==> config.mk <==
export PLATFORM = sky130hd
export DESIGN_NAME = music_box_state_make_recording
export DESIGN_NICKNAME = d
export VERILOG_FILES = /design/src/rtl/music_box_pkg.sv /design/src/rtl/music_box_tick_gen.sv /design/src/rtl/music_box_state_make_recording.sv
export SDC_FILE = /design/constraint.sdc
export NUM_CORES = 1
export LEC_CHECK = 0
export BUFFER_PORTS_ARGS = -buffer_cell sky130_fd_sc_hd__buf_4
export CAP_MARGIN = 20
export CORE_ASPECT_RATIO = 0.6
export CORE_MARGIN = 4
export CORE_UTILIZATION = 35
export CTS_BUF_LIST = sky130_fd_sc_hd__clkbuf_2
export DETAILED_ROUTE_END_ITERATION = 8
export PLACE_DENSITY = 0.52
export SYNTH_ARGS = -nofsm -noshare
export SYNTH_HDL_FRONTEND = slang
export SYNTH_SLANG_ARGS = --single-unit
==> constraint.sdc <==
create_clock -name clock_50Mhz -period 3.26 [get_ports clock_50Mhz]
set_input_delay 0.163 -clock clock_50Mhz [delete_from_list [all_inputs] [get_ports clock_50Mhz]]
set_output_delay 0.163 -clock clock_50Mhz [all_outputs]
set_load 0.1 [all_outputs]
==> src/rtl/music_box_pkg.sv <==
// Shared music box definitions: state numbers, recording window, entry layout
// and the recorder's FSM encoding.
package music_box_pkg;

  localparam int unsigned NOTE_W          = 5;
  localparam int unsigned DUR_W           = 13;
  localparam int unsigned ENTRY_W         = NOTE_W + DUR_W;
  localparam int unsigned STATE_W         = 5;
  localparam int unsigned ADDR_W          = 6;
  localparam int unsigned COUNT_W         = 7;

  localparam int unsigned MB_RECORD_STATE = 2;
  localparam int unsigned MB_PLAY_STATE   = 3;
  localparam int unsigned MB_RECORD_MS    = 5000;

  // One recorded run: note code plus how many ms it was held
  typedef struct packed {
    logic [NOTE_W-1:0] note;
    logic [DUR_W-1:0]  duration;
  } entry_t;

  typedef enum logic [1:0] {
    REC_IDLE      = 2'd0,
    REC_RECORDING = 2'd1,
    REC_FLUSH     = 2'd2,
    REC_DONE      = 2'd3
  } rec_state_t;

endpackage

==> src/rtl/music_box_tick_gen.sv <==
// Divide-by-DIVIDE pulse generator with synchronous clear; tick_c fires on the
// DIVIDE-th enabled cycle after a clear.
module music_box_tick_gen #(
  parameter int unsigned DIVIDE = 50000
) (
  input  logic clk,
  input  logic rst_n,
  input  logic clear,
  input  logic enable,
  output logic tick_c
);

  localparam int unsigned CNT_W = (DIVIDE > 1) ? $clog2(DIVIDE) : 1;
  localparam logic [CNT_W-1:0] LAST = CNT_W'(DIVIDE - 1);

  logic [CNT_W-1:0] count;

  always_ff @(posedge clk or negedge rst_n) begin
    if (!rst_n) begin
      count <= '0;
    end else if (clear) begin
      count <= '0;
    end else if (enable) begin
      count <= (count == LAST) ? '0 : count + CNT_W'(1);
    end
  end

  assign tick_c = enable && (count == LAST);

endmodule

==> src/rtl/music_box_state_make_recording.sv <==
// Recording state of the music box: run-length encodes noteIn per 1 ms tick
// into {note, duration} entries written to the recording memory.
module music_box_state_make_recording
  import music_box_pkg::*;
#(
  parameter int unsigned CLOCK_DIVIDE = 50000,
  parameter int unsigned RECORD_MS    = MB_RECORD_MS,
  parameter int unsigned DEPTH        = 64,
  parameter int unsigned RECORD_STATE = MB_RECORD_STATE
) (
  input  logic               clock_50Mhz,
  input  logic               reset_n,
  input  logic [STATE_W-1:0] currentState,
  input  logic [NOTE_W-1:0]  noteIn,
  output logic               writeEnable,
  output logic [ADDR_W-1:0]  writeAddress,
  output entry_t             writeData,
  output logic [COUNT_W-1:0] recordedCount,
  output logic               stateComplete,
  output logic [31:0]        debugString
);

  rec_state_t        state;
  logic [DUR_W-1:0]  ms_counter;
  logic [NOTE_W-1:0] run_note;
  logic [DUR_W-1:0]  run_duration;

  logic active_c;
  logic tick_c;
  logic emit_c;
  logic last_tick_c;
  logic fills_c;

  music_box_tick_gen #(.DIVIDE(CLOCK_DIVIDE)) u_tick_gen (
    .clk    (clock_50Mhz),
    .rst_n  (reset_n),
    .clear  (state != REC_RECORDING),
    .enable (state == REC_RECORDING),
    .tick_c (tick_c)
  );

  // Emit the finished run on a note change, or the open run when flushing
  always_comb begin
    active_c    = (currentState == STATE_W'(RECORD_STATE));
    last_tick_c = tick_c && (ms_counter == DUR_W'(RECORD_MS - 1));
    fills_c     = (recordedCount == COUNT_W'(DEPTH - 1));
    emit_c      = 1'b0;
    if (active_c && (run_duration != '0)) begin
      if (state == REC_RECORDING)
        emit_c = tick_c && (noteIn != run_note);
      else if (state == REC_FLUSH)
        emit_c = (recordedCount < COUNT_W'(DEPTH));
    end
  end

  always_ff @(posedge clock_50Mhz or negedge reset_n) begin
    if (!reset_n) begin
      state         <= REC_IDLE;
      writeEnable   <= 1'b0;
      writeAddress  <= '0;
      writeData     <= '0;
      recordedCount <= '0;
      stateComplete <= 1'b0;
      ms_counter    <= '0;
      run_note      <= '0;
      run_duration  <= '0;
    end else begin
      writeEnable <= 1'b0;
      unique case (state)
        REC_IDLE: begin
          stateComplete <= 1'b0;
          if (active_c) begin
            state         <= REC_RECORDING;
            ms_counter    <= '0;
            run_duration  <= '0;
            recordedCount <= '0;
            run_note      <= noteIn;
          end
        end
        REC_RECORDING: begin
          if (!active_c) begin
            state <= REC_IDLE;
          end else if (tick_c) begin
            ms_counter <= ms_counter + DUR_W'(1);
            if (noteIn == run_note) begin
              run_duration <= run_duration + DUR_W'(1);
            end else begin
              run_note     <= noteIn;
              run_duration <= DUR_W'(1);
            end
            // A full buffer wins over the end of the window
            if (emit_c && fills_c)
              state <= REC_DONE;
            else if (last_tick_c)
              state <= REC_FLUSH;
          end
        end
        REC_FLUSH: begin
          state <= active_c ? REC_DONE : REC_IDLE;
        end
        REC_DONE: begin
          if (!active_c) begin
            state         <= REC_IDLE;
            stateComplete <= 1'b0;
          end else begin
            stateComplete <= 1'b1;
          end
        end
        default: state <= REC_IDLE;
      endcase

      if (emit_c) begin
        writeEnable   <= 1'b1;
        writeAddress  <= ADDR_W'(recordedCount);
        writeData     <= '{note: run_note, duration: run_duration};
        recordedCount <= recordedCount + COUNT_W'(1);
      end
    end
  end

  assign debugString = {state, 1'b0, recordedCount, 9'b0, ms_counter};

endmodule

==> results.env <==
PORT_BUFFERS=66
DIE_WIDTH_UM=148
CTS_BUFFER_COUNT=9
GRT_PASS1_WL_UM=15500
LAYOUT.NETS=472
IR_WORST_VDD_V=0.000202
NUM_ANTENNA_CELLS=0
SYNTH.YOSYS.WARNINGS=0
ANTENNA_VIOLATIONS_BEFORE_REPAIR=0
SETUP_TNS_NS=0
CTSLONGESTPATHBUFFERS=2
FINAL-SETUP-VIOL-COUNT=0
CTS_SETUP_BUFFERS=0
SYNTHTOPCELLSBYAREA='sky130_fd_sc_hd__dfrtp_1 50%, sky130_fd_sc_hd__mux2_2 8.5%, sky130_fd_sc_hd__xor2_1 4.7%'
SYNTH-EDFF-COUNT=0
SETUP_SLACK_NS=0.743
GRT_PASS1_VIAS=2978
SYNTH.FF_LATCH_COUNT=82
DETAIL_ROUTE.FIRST_PASS.ITERATIONS=4
LARGEST_FANOUT_ON_THE_CRITICAL_PATH=16
ASYNC_FLOP_SHARE_PCT=100
CTSROOTBUFFERMASTER='sky130_fd_sc_hd__clkbuf_2'
SYN-MEAN-INSTANCE-AREA_SQ_UM=10.8
POST-ROUTE-PERIOD-UTIL_PCT=77.2
WORSTSETUPENDPOINTTYPE='register'
GR-TOTAL-OVERFLOW=0
SEQ_AREA_FRAC_SYNTH_PCT=49.7
DETAILEDPLACE.WORSTSLACK_NS=0.717
FIRST_DRT_ITERATION_DRCS=131
NUMCLOCKSINKS=82
WORST_CLOCK_SKEW_NS=0.0292
TRITONCTS='done'
SYNTH_TOP_AREA_CELL='sky130_fd_sc_hd__dfrtp_1'
DIE_H_UM=92.1
PLACED_AREA_SQ_UM=4700
FILLERS=1128
FINISHED_CELL_AREA_SQ_UM=4940
POWER_LEAKAGE_nW=2.40
MAXCAPVIOLCOUNT=0
PLACE.DETAILED.HPWL_UM=6570
SETUP.WORST_PATH.CLASS='reg -> reg'
FLOW.AREA_GROWTH_FROM_SYNTHESIS_PCT=19.7
SYNTH_TOP_AREA_SHARE_PCT=49.7
GRT.TOTAL_USAGE_PCT=14.3
CLOCK_LATENCY_ON_THE_WORST_SKEW_PAIR_NS=0.54
CTS.HTREE.LEVELS=3
PIN_COUNT_OF_THE_BIGGEST_NET_ENTERING_GLOBAL_ROUTING=74
START_UTIL_PCT=36.2
TIMING.CRITICAL_PATH.ARRIVAL_NS=2.98
FINAL_SLEW_VIOL_COUNT=0
HOLD_CLASS='in -> reg'
POSTSYNTH.TOPFLOPCELL='sky130_fd_sc_hd__dfrtp_1'
VIA_COUNT=2913
FLOORPLAN.CORE_AREA_SQ_UM=11400
MAXCLOCKFREQUENCY_GHz=0.397
NETLIST_AREA_SQ_UM=4130
REMAINING_DRC_ERRORS=0
MAX-SLEW-MARGIN-REL_PCT=37.2
LAYOUT.AREA.SEQ_SQ_UM=2050
SETUP.WORST_PATH.START_CLASS='register'
WIRE_PER_INST_UM=14.9
OUTCOME='completed'
NUMBER_OF_NON_FILLER_INSTANCES_IN_THE_COMPLETED_LAYOUT=616
TOTAL_COUNT_OF_HOLD_CHECK_FAILURES_IN_THE_FINAL_REPORT=0
POST_SYNTH_NUM_CELL_TYPES=50
IO_PINS=77
VIASPERCELL=4.73
FINAL_WEIGHTED_CONGESTION_IN_ROUTABILITY_DRIVEN_PLACEMENT=0.735
CLKSLEWWORSTSETUPHOLDPATHS_NS=0.23
ROWS=30
REQUIRED_NS=3.72
GRT_SETUP_UNREPAIRED='false'
WORST-SLEW-PIN-TRANSITION_NS=0.941
MULTIINPUTGATEAREA_SQ_UM=1870
TOTALPOWERFINAL_mW=2.33
LAYOUT-DRIVE-GT1-SHARE_PCT=27.9
PLACEDCELLCOUNT=592
FLOORPLAN.DIE_AREA_SQ_UM=13600
POWER_DENSITY_nW_PER_UM2=472
FINAL.MIN_CLOCK_PERIOD_NS=2.52
NETLIST_INSTANCES=383
DRT_ANTENNA_NET_COUNT=0
ROUTED_WIRELENGTH_UM=9210
## flip-flops by register name, summed over array words and instances, names as in the netlist
| register | flops |
|---|---|
| writeAddress | 6 |
| recordedCount | 7 |
| state | 2 |
| stateComplete | 1 |
| writeData | 18 |
| run_duration | 13 |
| u_tick_gen.count | 16 |
| run_note | 5 |
| writeEnable | 1 |
| ms_counter | 13 |
## path summary, 6_finish.rpt
check,slack [ns],start,depth (start not counted),end
max reg2reg,0.74,state[1]$_DFFE_PN0P_,7,writeData[16]$_DFFE_PN0P_
min reg2reg,0.50,u_tick_gen.count[0]$_DFF_PN0_,1,u_tick_gen.count[0]$_DFF_PN0_
min in group asynchronous,0.27,reset_n,2,ms_counter[12]$_DFFE_PN0P_
max in group asynchronous,2.26,reset_n,3,writeEnable$_DFF_PN0_
min,0.14,currentState[4],5,recordedCount[4]$_DFFE_PN0P_
max,0.74,state[1]$_DFFE_PN0P_,7,writeData[16]$_DFFE_PN0P_
## cell type report
type	instances	area share, %
tap	160	4.05
sequential	82	41.5
inverter	9	0.684
clock buffer	9	0.912
clock inverter	7	2.36
multi-input combinational	269	37.9
timing repair buffer	80	12.6
## placed cells by master, fill, tap and decap left out, drive strengths merged, types with 2 or more instances in the layout
master and n:
a211o 2, a21oi 6, a221o 3, and2 2
and3 9, and4 2, buf 72, bufinv 3
clkbuf 9, clkinv 2, conb 10, dfrtp 82
dlygate4sd3 8, ha 9, inv 10, mux2 32
nand2 29, nand2b 2, nand3 16, nand3b 2
nand4 11, nor2 48, nor3 8, nor3b 2
nor4 8, nor4b 3, o211ai 2, o21ai 7
or3 3, or4 2, xnor2 17, xor2 22
## report_power, final
part           switching, mW  total [mW]  internal (mW)
Clock                  0.367       0.697          0.330
Sequential            0.0761        1.16           1.08
Combinational          0.329       0.476          0.148
Total                  0.772        2.33           1.56
## through the flow
step | hold WS [ns] | util, %
after floorplan | -0.133 | -
after global placement | 0.365 | 41.2
after detailed placement | 0.376 | 41.2
after CTS | 0.0888 | 43.3
after global routing | 0.0876 | 43.3
final | 0.136 | 43.3
## per-layer routing
metal | vias up | part of all wire [%] | global-route usage, %
met5 | - | 0 | 0
met4 | 0 | 0.64 | 3.46
met3 | 5 | 3.7 | 4.05
met2 | 49 | 42 | 20.3
met1 | 1419 | 54 | 21.3
li1 | 1440 | - | -
## cell usage after synthesis, drive strengths merged, types with 2 or more instances
| cell type | instances |
|---|---|
| mux2 | 32 |
| o21ai | 7 |
| nand3b | 2 |
| a21oi | 6 |
| a211o | 2 |
| xnor2 | 17 |
| and4 | 2 |
| xor2 | 22 |
| nor3b | 2 |
| clkbuf | 5 |
| nor4b | 3 |
| nor4 | 8 |
| inv | 9 |
| or4 | 2 |
| buf | 27 |
| nor3 | 8 |
| a221o | 3 |
| nand2b | 2 |
| nand4 | 11 |
| nor2 | 48 |
| nand3 | 16 |
| o211ai | 2 |
| and3 | 9 |
| nand2 | 29 |
| or3 | 3 |
| dfrtp | 82 |
| ha | 9 |
| and2 | 2 |
## logic make-up (layout without fill, tap and decap cells)
group / count (synthesis) / count (layout) / synth area share (%)
simple gates: 153 / 153 / 19.6
flops: 82 / 82 / 49.7
buf+inv: 41 / 105 / 5.91
xor+xnor: 39 / 39 / 8.28
mux: 32 / 32 / 8.73
compound gates: 26 / 26 / 4.88
fa+ha+maj: 9 / 9 / 2.73
other cells: 1 / 10 / 0.0909
## repair_timing
action | CTS | global route
hold endpoints to repair | 78 | 0
gates resized for setup | 0 | 0
hold buffers | 8 | 0
## critical path, stage by stage (launching register included)
cell	delay, ns
sky130_fd_sc_hd__dfrtp_1	0.48
sky130_fd_sc_hd__inv_1	0.10
sky130_fd_sc_hd__ha_1	0.40
sky130_fd_sc_hd__nand3_1	0.12
sky130_fd_sc_hd__a211o_1	0.29
sky130_fd_sc_hd__a21oi_4	0.38
sky130_fd_sc_hd__buf_4	0.31
sky130_fd_sc_hd__mux2_2	0.35
(Power assumes the default switching activity.)
